[src/rtl/password_entry_ctrl.sv]
// -----------------------------------------------------------------------------
// password_entry_ctrl
//
// Initiator side of the password check interface. Serial keypad bits are
// shifted MSB-first into a PW_WIDTH-bit code. A submit with a complete entry
// presents the code to the checker with a one-cycle enter strobe. The block
// then waits up to RESP_TIMEOUT cycles for access_granted / error, and reports
// the outcome as a one-cycle pulse. A timeout from the checker latches a
// permanent lockout that only reset clears.
//
// Ports:
//   clk             rising-edge clock
//   reset           asynchronous, active-high reset
//   key_valid       strobe: key_bit carries a newly entered bit
//   key_bit         entered bit value
//   key_clear       strobe: discard the partial entry
//   key_submit      strobe: send the entry to the checker
//   access_granted  checker response: code correct
//   error           checker response: code wrong
//   timeout         checker response: lockout (level, sticky)
//   password        code presented to the checker (the shift register)
//   enter           one-cycle strobe to the checker
//   bit_count       number of bits entered so far
//   busy            high while a code is in flight (SEND, WAIT, DONE)
//   granted_p       one-cycle pulse: access granted
//   denied_p        one-cycle pulse: access denied
//   noresp_p        one-cycle pulse: checker silent for RESP_TIMEOUT cycles
//   short_p         one-cycle pulse: submit with an incomplete entry
//   fail_count      denials since the last grant, saturating at 3
//   locked          permanent lockout indicator
// -----------------------------------------------------------------------------
module password_entry_ctrl #(
  parameter int unsigned PW_WIDTH     = 4,
  parameter int unsigned RESP_TIMEOUT = 8
) (
  input  logic                              clk,
  input  logic                              reset,
  input  logic                              key_valid,
  input  logic                              key_bit,
  input  logic                              key_clear,
  input  logic                              key_submit,
  input  logic                              access_granted,
  input  logic                              error,
  input  logic                              timeout,
  output logic [PW_WIDTH-1:0]               password,
  output logic                              enter,
  output logic [$clog2(PW_WIDTH+1)-1:0]     bit_count,
  output logic                              busy,
  output logic                              granted_p,
  output logic                              denied_p,
  output logic                              noresp_p,
  output logic                              short_p,
  output logic [1:0]                        fail_count,
  output logic                              locked
);

  localparam int unsigned CntW  = $clog2(PW_WIDTH + 1);
  localparam int unsigned WaitW = $clog2(RESP_TIMEOUT);

  localparam logic [CntW-1:0]  CntFull = CntW'(PW_WIDTH);
  localparam logic [WaitW-1:0] WaitMax = WaitW'(RESP_TIMEOUT - 1);

  localparam logic [2:0] StCollect = 3'd0;
  localparam logic [2:0] StSend    = 3'd1;
  localparam logic [2:0] StWait    = 3'd2;
  localparam logic [2:0] StDone    = 3'd3;
  localparam logic [2:0] StLocked  = 3'd4;

  logic [2:0]          state_q, state_d;
  logic [PW_WIDTH-1:0] shift_q, shift_d;
  logic [CntW-1:0]     cnt_q, cnt_d;
  logic [WaitW-1:0]    wait_q, wait_d;
  logic [1:0]          fail_q, fail_d;
  logic                enter_q, enter_d;
  logic                busy_q, busy_d;
  logic                locked_q, locked_d;
  logic                granted_q, granted_d;
  logic                denied_q, denied_d;
  logic                noresp_q, noresp_d;
  logic                short_q, short_d;

  logic entry_full;
  assign entry_full = (cnt_q == CntFull);

  always_comb begin
    state_d   = state_q;
    shift_d   = shift_q;
    cnt_d     = cnt_q;
    wait_d    = wait_q;
    fail_d    = fail_q;
    enter_d   = 1'b0;
    granted_d = 1'b0;
    denied_d  = 1'b0;
    noresp_d  = 1'b0;
    short_d   = 1'b0;

    if (timeout) begin
      // Lockout overrides every state and every key; entry is left as-is.
      state_d = StLocked;
    end else begin
      case (state_q)
        StCollect: begin
          if (key_clear) begin
            shift_d = '0;
            cnt_d   = '0;
          end else if (key_submit) begin
            if (entry_full) begin
              state_d = StSend;
              enter_d = 1'b1;
            end else begin
              short_d = 1'b1;
            end
          end else if (key_valid && !entry_full) begin
            shift_d = {shift_q[PW_WIDTH-2:0], key_bit};
            cnt_d   = cnt_q + CntW'(1);
          end
        end

        StSend: begin
          state_d = StWait;
          wait_d  = '0;
        end

        StWait: begin
          if (access_granted) begin
            state_d   = StDone;
            granted_d = 1'b1;
            fail_d    = 2'd0;
          end else if (error) begin
            state_d  = StDone;
            denied_d = 1'b1;
            if (fail_q != 2'd3) begin
              fail_d = fail_q + 2'd1;
            end
          end else if (wait_q == WaitMax) begin
            state_d  = StDone;
            noresp_d = 1'b1;
          end else begin
            wait_d = wait_q + WaitW'(1);
          end
        end

        StDone: begin
          state_d = StCollect;
          shift_d = '0;
          cnt_d   = '0;
        end

        StLocked: begin
          state_d = StLocked;
        end

        default: begin
          state_d = StCollect;
        end
      endcase
    end

    // Status flags are registered copies of the next-state decode so they
    // line up with the state they describe.
    busy_d   = (state_d == StSend) || (state_d == StWait) || (state_d == StDone);
    locked_d = (state_d == StLocked);
  end

  always_ff @(posedge clk or posedge reset) begin
    if (reset) begin
      state_q   <= StCollect;
      shift_q   <= '0;
      cnt_q     <= '0;
      wait_q    <= '0;
      fail_q    <= 2'd0;
      enter_q   <= 1'b0;
      busy_q    <= 1'b0;
      locked_q  <= 1'b0;
      granted_q <= 1'b0;
      denied_q  <= 1'b0;
      noresp_q  <= 1'b0;
      short_q   <= 1'b0;
    end else begin
      state_q   <= state_d;
      shift_q   <= shift_d;
      cnt_q     <= cnt_d;
      wait_q    <= wait_d;
      fail_q    <= fail_d;
      enter_q   <= enter_d;
      busy_q    <= busy_d;
      locked_q  <= locked_d;
      granted_q <= granted_d;
      denied_q  <= denied_d;
      noresp_q  <= noresp_d;
      short_q   <= short_d;
    end
  end

  assign password   = shift_q;
  assign bit_count  = cnt_q;
  assign fail_count = fail_q;
  assign enter      = enter_q;
  assign busy       = busy_q;
  assign locked     = locked_q;
  assign granted_p  = granted_q;
  assign denied_p   = denied_q;
  assign noresp_p   = noresp_q;
  assign short_p    = short_q;

endmodule
[config.mk]
export PLATFORM = sky130hd
export DESIGN_NAME = password_entry_ctrl
export DESIGN_NICKNAME = d
export VERILOG_FILES = /design/src/rtl/password_entry_ctrl.sv
export SDC_FILE = /design/constraint.sdc
export NUM_CORES = 1
export LEC_CHECK = 0
export CORE_ASPECT_RATIO = 1.1
export CORE_MARGIN = 3
export CORE_UTILIZATION = 25
export CTS_CLUSTER_DIAMETER = 40
export DETAILED_ROUTE_END_ITERATION = 10
export GPL_TIMING_DRIVEN = 0
export SLEW_MARGIN = 20
export SYNTH_ARGS = -nofsm -noshare
export SYNTH_HDL_FRONTEND = slang
export SYNTH_SLANG_ARGS = --single-unit
export TNS_END_PERCENT = 20
[constraint.sdc]
create_clock -name clk -period 3.8 [get_ports clk]
set_input_delay 0.95 -clock clk [delete_from_list [all_inputs] [get_ports clk]]
set_output_delay 0.95 -clock clk [all_outputs]
set_load 0.03 [all_outputs]
After elaboration in Yosys (flattened, before gate mapping)
Index checks and enable logic that the tools add are counted.
- reduce and logical (&&, ||, !) cells: 12
- bitwise logic cells: 1
- equal/unequal tests: 16
- mux-type cells: 45
- add/sub/neg operators: 3
- operators with widths (kind ; count):
    $mux 3 ; 13
    $mux 1 ; 22
    $eq 3x2->1 const B ; 4
    $eq 3x3->1 const B ; 4
    $mux 4 ; 3
    $pmux 3 s2 ; 2
    $pmux 3 s4 ; 1
    $ne 2x2->1 const B ; 4
    $pmux 4 s2 ; 1
    $reduce_and 4->1 ; 2
    $reduce_bool 2->1 ; 4
    $add 3x1->3 const B ; 2
    $eq 3x1->1 const B ; 2
    $mux 2 ; 3
    $ne 3x3->1 const B ; 2
    $reduce_and 5->1 ; 1
    $logic_not 3->1 ; 1
    $add 2x1->2 const B ; 1
    $logic_or 1x1->1 ; 2
    $logic_and 1x1->1 ; 1
    $logic_not 1->1 ; 1
    $not 1->1 ; 1
- register bits after elaboration: 22
- logic and storage cells: 89
- input port bits: 9
- output and inout bits: 16

Longest topological paths before layout
- word-level depth: 9
- gate-level depth with buffers: 6
- mapped depth without buffers: 6

Worst setup path before layout
No wires, ideal clock.
- path kind: input port to flip-flop
- start point: input port timeout
- end point: register cnt_q[2], in the netlist bit_count[2]
- setup time: 0.122 ns
- required time: 3.678 ns
- buffers on the path: 1
- data arrival time: 1.820 ns
- slack: 1.858 ns
- stages on the path: 4
- cells stage by stage: clkbuf_1 > nor3_4 > o311ai_0 > a32o_1
- cells in the longest elaborated chain, start to end: 2
- RTL lines (item ; line ; RTL):
    start: declaration ; 44 ; input logic timeout,
    $not 1->1 (no line) ; - ;
    $reduce_and 4->1 (no line) ; - ;
    end signal: assignment ; 182 ; cnt_q <= cnt_d;
    end: declaration ; 71 ; logic [CntW-1:0] cnt_q, cnt_d;
Every way passes these cells.
A chain may end at the register's enable or synchronous reset.

Worst setup path after layout
- start point: register fail_q[0], in the netlist fail_count[0]
- end point: output port fail_count[0]
- RTL lines (item ; line ; RTL):
    start: declaration ; 73 ; logic [1:0] fail_q, fail_d;
    start signal: assignment ; 184 ; fail_q <= fail_d;
    end: declaration ; 53 ; output logic [1:0] fail_count,
No word-level cell between the ends.

==> results.md <==
- Setup Skew: 0.00285 ns
- Arr. time, crit path: between 1 and 1.5 ns
- Average wire per standard cell: 12.6 um
- Leak: 0.000630 uW
- # nets final: 141
- Max-Cap Viols: 0
- Worst-Skew Late Latency: 0.26 ns
- Cell Rows: 24
- Type of the worst setup path: flop to output port
- TritonRoute pass-1 iters: 6
- Max-slew violations: 0
- I/O Pins: 25
- HP Class: flop to flop
- Final worst-path setup slack: between 1 and 1.5 ns
- Fraction of layout cells with a size suffix above 1: 0.103
- Area after DPL: 0.00140 sq mm
- WP buf/inv: 1
- Clock Pin Slew Worst Setup and Hold Paths: about 0.080 ns
- Synth Register Bits: 22
- Netlist cell types: 37
- Setup Buffers After CTS: 0
- Final Core Density: 0.353
- Total CTS buffers: 3
- Fillers: 404
- Total grt overflow: 0
- Endpoints failing setup: 0
- CTS Buffer Depth: 2
- Sink Count: 22
- Final hold violation count: 0
- Syn Nets: 113
- Sequential cell area fraction in the yosys report: 0.499
- Final instance area: 0.00145 sq mm
- Pre-CTS worst setup slack: 1.31 ns
- Post-synth EDFFs: 0
- Setup_tns: 0 ns
- Worst Setup Start Kind: flop
- WL final: between 2000 and 2500 um
- IO buf count: 23
- Synth top area share: 0.499
- Synth warn: 0
- Core area: between 0.004 and 0.005 sq mm
- Initial DRC count: 19
- Worst-path cell chain: clkdlybuf4s50_1
- CTS Root Cell: clkbuf_8
- Starting Density: 0.268
- DIE HEIGHT: 75.6 um
- Vias in the first global route: 844
- Top FF cell, synth: dfrtp_1
- Largest net degree at the start of global routing: 23
- Cell Area, Synth: 0.00110 sq mm
- Pwr dens: roughly 340 mW/mm^2
- H-tree levels: 1
- Initial antenna violation count: 0
- Final Cycle Share: 0.608
- ANT nets after route: 0
- R2R Setup Slk: 2.03 ns
- Main combinational cell family by area after synthesis: simple AND/OR/NAND/NOR gates
- WP data required: between 2 and 3 ns
- DRC: 0
- Most common cell in the netlist: dfrtp_1
- Mux cell area share after synthesis: 0.0102
- Syn avg cell area: about 11 sq um
- Synth area leader: dfrtp_1
- Area contributors post-synth: dfrtp_1 (50%), ha_1 (5.7%), o21ai_0 (3.6%)
- Final Critical Period: around 2.3 ns
- Most instantiated cells after synthesis: dfrtp_1 (22), inv_1 (9), o21ai_0 (8)
- Hpwl dp: 1690 um
- RSZ-0062 raised after global routing: no
- Die Area: 0.00524 sq mm
- Vias: between 800 and 900
- CP Capture Type: output port
- Max Fclk: 433 MHz
- First-pass GRT wire length: around 3900 um
- Worst Path Max Fanout: 4
- Vias per inst: 4.70
- # diodes: 0
- Max incr delay on CP: 0.70 ns
- Synth Area in Compound Gates: 0.135
- P&R area growth vs syn: 31.8%
- Outcome: finished, final reports clean
- Die X: 69.3 um
- Adder-Cell Fraction of Synth Area: 0.0658
- Slowest CP cell: clkdlybuf4s50_1
- GP Congestion: 0.833
- Ys async rst share: 1.00
- Slew HR: 0.444
- Gr usage total: 0.0943
- Hold Buf Count CTS: 0
- Cells resized by post-CTS repair: 0
- Synth Area in XOR/XNOR: 0.00795
- CP delay by family, top: buffers and inverters
- Simple-gate share of the synthesized area: 0.226
- Gate count after technology mapping: a little under 100
- Slew @ Worst Pin: 0.833 ns
- TritonCTS clock tree: built
- Peak VDD IR: about 0.25 mV
## stage by stage
step	power, uW	std cells	hold slack [ns]
2_1_floorplan	294	99	0.477
3_3_place_gp	328	174	0.496
3_5_place_dp	329	174	0.503
4_1_cts	499	178	0.520
5_1_grt	518	178	0.543
6_report	491	178	0.511
## per-layer routing
layer | up-vias | share of wire | GRT usage
met1 | 399 | 0.47 | 0.107
met4 | 0 | 0.015 | 0.0325
met2 | 24 | 0.47 | 0.169
met3 | 4 | 0.044 | 0.0303
li1 | 410 | - | -
met5 | - | 0 | 0
## report_power, final
| part | switching [uW] | internal [uW] |
|---|---|---|
| Clock | 74.5 | 92.4 |
| Sequential | 7.26 | 243 |
| Combinational | 42.9 | 30.6 |
| Total | 125 | 366 |
## logic make-up (layout without fill, tap and decap cells)
logic type,count (synthesis),after routing
xor gates and xnor gates,1,1
DFF,22,22
muxes,1,1
AOI/OAI and AO/OA,21,21
buffers and inverters,13,40
adders and majority gates,6,6
and+or+nand+nor,35,35
## sequential cells by signal, summed over array words and instances (netlist names), 2 cells and up
register    count
wait_q          3
state_q         3
bit_count       3
password        4
fail_count      2
## cells in the final DEF (no fill, tap or decap), types with 2 or more instances in the layout
cell type | Yosys | routed
nand2_1 | 2 | 2
nand2b_1 | 2 | 2
nand4_1 | 6 | 6
and2_1 | 3 | 3
nor2b_1 | 3 | 3
dfrtp_1 | 22 | 22
o21ai_0 | 8 | 8
a21o_1 | 2 | 2
nor3b_1 | 4 | 4
a22o_1 | 2 | 2
nor3_1 | 2 | 2
nor2_1 | 6 | 6
ha_1 | 5 | 5
clkdlybuf4s50_1 | 0 | 23
inv_1 | 9 | 9
clkbuf_8 | 0 | 4
## area by class of cell
class	count	area, sq um	area share
sequential	22	551	0.379
multi-input combinational	64	490	0.338
timing repair buffer	23	230	0.158
tap	52	65.1	0.0448
clock buffer	4	55.1	0.0379
inverter	9	33.8	0.0233
buffer	4	27.5	0.0189
## final timing paths
check / startpoint / to / depth (start not counted)
max: fail_count[0] / fail_count[0] / 1
min: wait_q[1] / wait_q[1] / 1
max reg2reg: wait_q[0] / busy / 6
min reg2reg: wait_q[1] / wait_q[1] / 1
max in group asynchronous: reset / password[1] / 2
min in group asynchronous: reset / granted_p / 2
No activity file was read; power rests on OpenSTA's default activity.
